`src/rtl/sa_pkg.sv`:
```
// sa_pkg: shared constants, bank encoding, loader state type and address
// helpers for the systolic-array skew loader.
//   LANES/DATA_W/COL_W/K_W : array geometry and field widths
//   MAX_K                  : largest honoured inner-dimension length
//   ADDR_W                 : memory address width, {lane, column}
package sa_pkg;

  localparam int LANES  = 4;
  localparam int DATA_W = 16;
  localparam int COL_W  = 8;
  localparam int K_W    = 5;
  localparam int MAX_K  = 16;
  localparam int LANE_W = $clog2(LANES);
  localparam int ADDR_W = COL_W + LANE_W;

  localparam logic BANK_A = 1'b0;
  localparam logic BANK_B = 1'b1;

  typedef enum logic [2:0] {
    ST_IDLE,
    ST_PRE,
    ST_DATA,
    ST_POST,
    ST_FIN
  } state_t;

  function automatic logic [ADDR_W-1:0] mem_addr_of(input logic [LANE_W-1:0] lane,
                                                    input logic [COL_W-1:0]  col);
    return {lane, col};
  endfunction

  function automatic logic [K_W-1:0] clamp_k(input logic [K_W-1:0] k);
    return (k > K_W'(MAX_K)) ? K_W'(MAX_K) : k;
  endfunction

endpackage

```
`src/rtl/sa_skew_addr_gen.sv`:
```
// sa_skew_addr_gen: lane/position counters for the skewed load.
// Within one lane the column offset simply runs 0 .. K+LANES-2; the PRE,
// DATA and POST phases are just ranges of that offset, so one counter
// covers all three and the phase of the next slot falls out of compares.
//   start      : load base/K, restart at lane 0 offset 0
//   step       : current slot has been written, advance
//   addr       : {lane, (base + offset) mod 2^COL_W}
//   next_pre   : next offset (same lane) is a leading pad slot
//   next_data  : next offset (same lane) is a data slot
//   lane_end   : current slot is the last of its lane
//   last_lane  : current lane is LANES-1
//   final_elem : current data slot is the final element of the load
module sa_skew_addr_gen
  import sa_pkg::*;
(
  input  logic              clk,
  input  logic              rst,
  input  logic              start,
  input  logic              step,
  input  logic [K_W-1:0]    k_in,
  input  logic [COL_W-1:0]  base_in,
  output logic [ADDR_W-1:0] addr,
  output logic              next_pre,
  output logic              next_data,
  output logic              lane_end,
  output logic              last_lane,
  output logic              final_elem
);

  logic [LANE_W-1:0] lane;
  logic [COL_W-1:0]  pos;
  logic [COL_W-1:0]  base;
  logic [K_W-1:0]    k_len;
  logic [COL_W-1:0]  pos_nxt;
  logic [COL_W-1:0]  lane_ext;
  logic [COL_W-1:0]  k_ext;
  logic [COL_W-1:0]  col;

  always_comb begin
    pos_nxt  = pos + COL_W'(1);
    lane_ext = COL_W'(lane);
    k_ext    = COL_W'(k_len);
    col      = base + pos;  // wraps silently past the last column
  end

  assign next_pre   = pos_nxt < lane_ext;
  assign next_data  = pos_nxt < (lane_ext + k_ext);
  assign lane_end   = pos == (k_ext + COL_W'(LANES - 2));
  assign last_lane  = lane == LANE_W'(LANES - 1);
  assign final_elem = last_lane && !next_data;
  assign addr       = mem_addr_of(lane, col);

  always_ff @(posedge clk) begin
    if (rst) begin
      lane  <= '0;
      pos   <= '0;
      base  <= '0;
      k_len <= '0;
    end else if (start) begin
      lane  <= '0;
      pos   <= '0;
      base  <= base_in;
      k_len <= k_in;
    end else if (step) begin
      if (lane_end) begin
        lane <= lane + LANE_W'(1);
        pos  <= '0;
      end else begin
        pos <= pos_nxt;
      end
    end
  end

endmodule

```
`src/rtl/sa_skew_loader.sv`:
```
// sa_skew_loader: writes a lane-major element stream into systolic-array
// input bank A or B with the diagonal skew applied (lane r shifted right
// by r columns) and every pad slot explicitly written with zero.
//   cmd_*   : load command (bank select, K, base column); cmd_ready in IDLE
//   s_*     : element stream, accepted only while in DATA
//   mem_*   : registered write port, one strobe per bank
//   done    : one-cycle pulse the cycle after the final write
//   err     : sticky s_last framing error, cleared by the next command
//
// state | meaning
// IDLE  | waiting for a command
// PRE   | leading zero pads of lane r (r slots)
// DATA  | stream elements of lane r (K slots)
// POST  | trailing zero pads of lane r (LANES-1-r slots)
// FIN   | final write has retired; raise done, then back to IDLE
module sa_skew_loader
  import sa_pkg::*;
(
  input  logic              clk,
  input  logic              rst,
  input  logic              cmd_valid,
  output logic              cmd_ready,
  input  logic              cmd_sel,
  input  logic [K_W-1:0]    cmd_k,
  input  logic [COL_W-1:0]  cmd_base,
  input  logic              s_valid,
  output logic              s_ready,
  input  logic [DATA_W-1:0] s_data,
  input  logic              s_last,
  output logic [ADDR_W-1:0] mem_addr,
  output logic [DATA_W-1:0] mem_data,
  output logic              mem_we_a,
  output logic              mem_we_b,
  output logic              done,
  output logic              err
);

  state_t            state;
  state_t            after_step;
  logic              sel;
  logic [K_W-1:0]    k_clamped;
  logic              start;
  logic              accept;
  logic              pad;
  logic              step;
  logic [ADDR_W-1:0] gen_addr;
  logic              next_pre;
  logic              next_data;
  logic              lane_end;
  logic              last_lane;
  logic              final_elem;

  assign k_clamped = clamp_k(cmd_k);
  assign cmd_ready = (state == ST_IDLE);
  assign s_ready   = (state == ST_DATA);
  assign start     = cmd_valid && cmd_ready;
  assign accept    = s_valid && s_ready;
  assign pad       = (state == ST_PRE) || (state == ST_POST);
  assign step      = pad || accept;

  sa_skew_addr_gen u_addr_gen (
    .clk        (clk),
    .rst        (rst),
    .start      (start),
    .step       (step),
    .k_in       (k_clamped),
    .base_in    (cmd_base),
    .addr       (gen_addr),
    .next_pre   (next_pre),
    .next_data  (next_data),
    .lane_end   (lane_end),
    .last_lane  (last_lane),
    .final_elem (final_elem)
  );

  // Empty phases are skipped by picking the phase of the next slot directly;
  // a new lane always starts in PRE because its lane index is non-zero.
  always_comb begin
    after_step = ST_POST;
    if (lane_end)       after_step = last_lane ? ST_FIN : ST_PRE;
    else if (next_pre)  after_step = ST_PRE;
    else if (next_data) after_step = ST_DATA;
  end

  always_ff @(posedge clk) begin
    if (rst) begin
      state    <= ST_IDLE;
      sel      <= BANK_A;
      mem_addr <= '0;
      mem_data <= '0;
      mem_we_a <= 1'b0;
      mem_we_b <= 1'b0;
      done     <= 1'b0;
      err      <= 1'b0;
    end else begin
      mem_we_a <= 1'b0;
      mem_we_b <= 1'b0;
      done     <= 1'b0;
      case (state)
        ST_IDLE: begin
          if (start) begin
            sel   <= cmd_sel;
            err   <= 1'b0;
            // lane 0 has no leading pads
            state <= (k_clamped != '0) ? ST_DATA : ST_POST;
          end
        end
        ST_PRE, ST_POST: begin
          mem_we_a <= (sel == BANK_A);
          mem_we_b <= (sel == BANK_B);
          mem_addr <= gen_addr;
          mem_data <= '0;
          state    <= after_step;
        end
        ST_DATA: begin
          if (s_valid) begin
            mem_we_a <= (sel == BANK_A);
            mem_we_b <= (sel == BANK_B);
            mem_addr <= gen_addr;
            mem_data <= s_data;
            if (s_last != final_elem) err <= 1'b1;
            state    <= after_step;
          end
        end
        ST_FIN: begin
          // first FIN cycle is the one where the last write is visible;
          // done follows it, and IDLE only after done has been seen
          if (!done) done <= 1'b1;
          else       state <= ST_IDLE;
        end
        default: state <= ST_IDLE;
      endcase
    end
  end

endmodule

```
`config.mk`:
```
export PLATFORM = sky130hd
export DESIGN_NAME = sa_skew_loader
export DESIGN_NICKNAME = d
export VERILOG_FILES = /design/src/rtl/sa_pkg.sv /design/src/rtl/sa_skew_addr_gen.sv /design/src/rtl/sa_skew_loader.sv
export SDC_FILE = /design/constraint.sdc
export NUM_CORES = 1
export LEC_CHECK = 0
export ABC_AREA = 1
export BUFFER_PORTS_ARGS = -buffer_cell sky130_fd_sc_hd__buf_2
export CORE_ASPECT_RATIO = 0.75
export CORE_MARGIN = 3
export CORE_UTILIZATION = 45
export DETAILED_ROUTE_END_ITERATION = 10
export GPL_TIMING_DRIVEN = 0
export PLACE_DENSITY = 0.68
export REMOVE_ABC_BUFFERS = 1
export SYNTH_ARGS = -nofsm -noshare
export SYNTH_HDL_FRONTEND = slang
export SYNTH_SLANG_ARGS = --single-unit
```
`constraint.sdc`:
```
create_clock -name clk -period 3.15 [get_ports clk]
set_input_delay 0 -clock clk [delete_from_list [all_inputs] [get_ports clk]]
set_output_delay 0 -clock clk [all_outputs]
set_load 0.005 [all_outputs]
```
==> impl_metrics.json <==
{
  "outcome": "complete, no violations",
  "power_mw": 2.34,
  "dieHeight_um": 77.5,
  "dieArea_um2": 7850,
  "rsz0062_at_grt": "false",
  "intPower_mw": 1.52,
  "synth_area_um2": 3060,
  "final_common_cell": "nand2_1",
  "avgSynthCellArea_um2": 7.33,
  "antenna_found_initial": 0,
  "p_switching_mw": 0.815,
  "yosys-top-cells-area": "dfxtp_1 37%, nand2_1 12%, ha_1 7.3%",
  "num_io_pins": 67,
  "p_comb_share_pct": 29.8,
  "cts.sinks": 57,
  "crit_chain": "nor3_2 > nand2_1 > nand2_1 > inv_1 > nand2_2 > a211oi_1",
  "grt_overflow": 0,
  "via_per_inst": 5.10,
  "clockRootBuffer": "clkbuf_8",
  "num_rows": 25,
  "start_util_pct": 47.6,
  "cpPeakStageDelay_ns": 0.72,
  "p_seq_share_pct": 38.0,
  "ys_seq_area_share_pct": 37.2,
  "netlist_instances": 418,
  "syn2layout_area_growth_pct": 27.9,
  "slowest_stage": "nor3_2",
  "relSlewSlack_pct": 43.1,
  "dr_wl_met2_um": 3550,
  "grt_usage_pct": 21.6,
  "switching_share_pct": 34.9,
  "worst_setup_path_start_kind": "flop",
  "required_ns": 3.35,
  "synth-seq-cells": 57,
  "routabilityCongestion": 0.853,
  "cp.arrival_ns": 2.88,
  "finalHoldViolations": 0,
  "cts_tree": "done",
  "top_layer": "met4",
  "cts.reportedPaths.clkPinSlew_ns": 0.07,
  "clockBufferDepth": 2,
  "yosysWarnings": 0,
  "core_area_um2": 6440,
  "fin_nets": 564,
  "wl_met3_um": 350,
  "ir_drop_v": 0.000410,
  "ff_latch_area_um2": 1140,
  "final.fill_count": 568,
  "layout_common_cells": "98 x nand2_1, 66 x buf_2, 57 x dfxtp_1",
  "period_minus_slack_ns": 2.69,
  "end_kind": "flop",
  "routedWlPerCell_um": 13.4,
  "grt_pass1_wl_um": 13500,
  "met1Wirelength_um": 3980,
  "htreeDepth": 3,
  "finalClockSkew_ns": 0.00800,
  "worstSetupPathType": "flop to flop",
  "fin_tns_setup_ns": 0,
  "hold_slack_ns": 0.0130,
  "max_freq_ghz": 0.372,
  "slew_violations": 0,
  "instances_no_fill": 595,
  "synth.largest_area_cell": "dfxtp_1",
  "clkLatencyLatePin_ns": 0.34,
  "maxCapViolations": 0,
  "ant_nets": 0,
  "critPathMostFrequentCell": "nand2_1",
  "synthFlopType": "dfxtp_1",
  "worst_slew_pin_slew_ns": 0.849,
  "p_leak_nw": 1.81,
  "antenna-diode-count": 0,
  "portBuffers": 66,
  "multi_input_area_um2": 1650,
  "grt_pass1_vias": 2923,
  "drtIter0Drc": 186,
  "grt_max_degree": 31,
  "period_share_pct": 85.3,
  "synth_edf_count": 0,
  "power_frac_clock_pct": 32.2,
  "cp_max_fo": 15,
  "setup_violations": 0,
  "power_density_nw_per_um2": 596,
  "cts_buffers": 9,
  "async_flop_share_pct": 0,
  "drt-pass1-iter-count": 5,
  "die_x_um": 101,
  "dp_hpwl_um": 5540,
  "final_layout_size_suffix_gt1_share_pct": 19.6,
  "dp.cells": 550,
  "num_vias": 3037,
  "synth_top_area_share_pct": 37.2,
  "wl_um": 7970,
  "synth_cell_types": 36,
  "hp-class": "input port to flop",
  "route.detailed.drc": 0
}
layer usage:
layer	GRT usage [%]	vias to the layer above
li1	-	1563
met1	30.3	1397
met2	32.6	70
met3	5.30	7
met4	6.77	0
met5	0	-
state kept, by name, indices dropped and copies added (netlist names):
signal / cells
state: 3
done: 1
u_addr_gen.k_len: 5
u_addr_gen.pos: 8
u_addr_gen.lane: 2
mem_we_a: 1
mem_addr: 10
sel: 1
u_addr_gen.base: 8
mem_data: 16
err: 1
mem_we_b: 1
kinds of logic (layout without fill, tap and decap cells):
group / after synthesis / in the layout / synth area share, %
DFF: 57 / 57 / 37.2
adders and majority gates: 20 / 20 / 8.66
AOI/OAI and AO/OA: 77 / 77 / 14.5
buffers and inverters: 64 / 160 / 8.86
and+or+nand+nor: 190 / 190 / 27.9
xor gates and xnor gates: 10 / 10 / 2.86
worst max-delay path, delay by kind of cell, from the launching register on:
| kind | cells | cell delay [ns] |
|---|---|---|
| simple gates | 4 | 1.91 |
| buf+inv | 1 | 0.21 |
| compound gates | 1 | 0.07 |
| flops | 1 | 0.36 |
power groups by stage:
stage,combinational [mW],sequential (mW),clock [mW]
after detailed placement,0.662,0.901,0
after global routing,0.791,0.900,0.802
final,0.695,0.887,0.753
after CTS,0.693,0.886,0.772
after global placement,0.650,0.898,0
after floorplan,0.444,0.893,0
timing repair:
item	CTS	global route
endpoints found under the hold margin	29	0
gates resized for setup	0	0
endpoints found under the setup margin	0	0
hold buffers	29	0
buffers inserted	0	0
final timing paths:
check | startpoint | to | slack (ns) | depth (start not counted)
setup / recovery | state[0]$_SDFFE_PP0P_ | u_addr_gen.pos[5]$_SDFFE_PP0P_ | 0.46 | 6
hold / removal | s_last | err$_SDFFE_PP0P_ | 0.01 | 4
setup reg to reg | state[0]$_SDFFE_PP0P_ | u_addr_gen.pos[5]$_SDFFE_PP0P_ | 0.46 | 6
hold reg to reg | sel$_SDFFE_PP0P_ | mem_we_a$_SDFF_PP0_ | 0.43 | 1
synthesized netlist by cell type, types with 6 or more instances:
cell type,number
xor2_1,8
inv_1,47
nor2_1,24
nand2_2,6
clkbuf_1,8
o21ai_0,17
a21oi_1,40
dfxtp_1,57
nand2_1,98
ha_1,18
a211oi_1,6
nand3_1,42
stage by stage:
stage,setup slack [ns],cell area [µm²],util [%]
floorplan,1.07,2980,-
global placement,0.455,3410,52.9
detailed placement,0.450,3410,52.9
CTS,0.449,3920,60.8
global route,0.235,3920,60.8
finish,0.464,3920,60.8
layout make-up:
| type | instances | area share [%] |
|---|---|---|
| flip-flops and latches | 57 | 29.1 |
| clock inverters | 7 | 2.43 |
| multi-input cells | 297 | 42.1 |
| well taps | 81 | 2.59 |
| inverters | 49 | 4.73 |
| repair buffers | 95 | 15.8 |
| clock buffers | 9 | 3.16 |
Note: power is estimated with default switching activity, not from simulation.
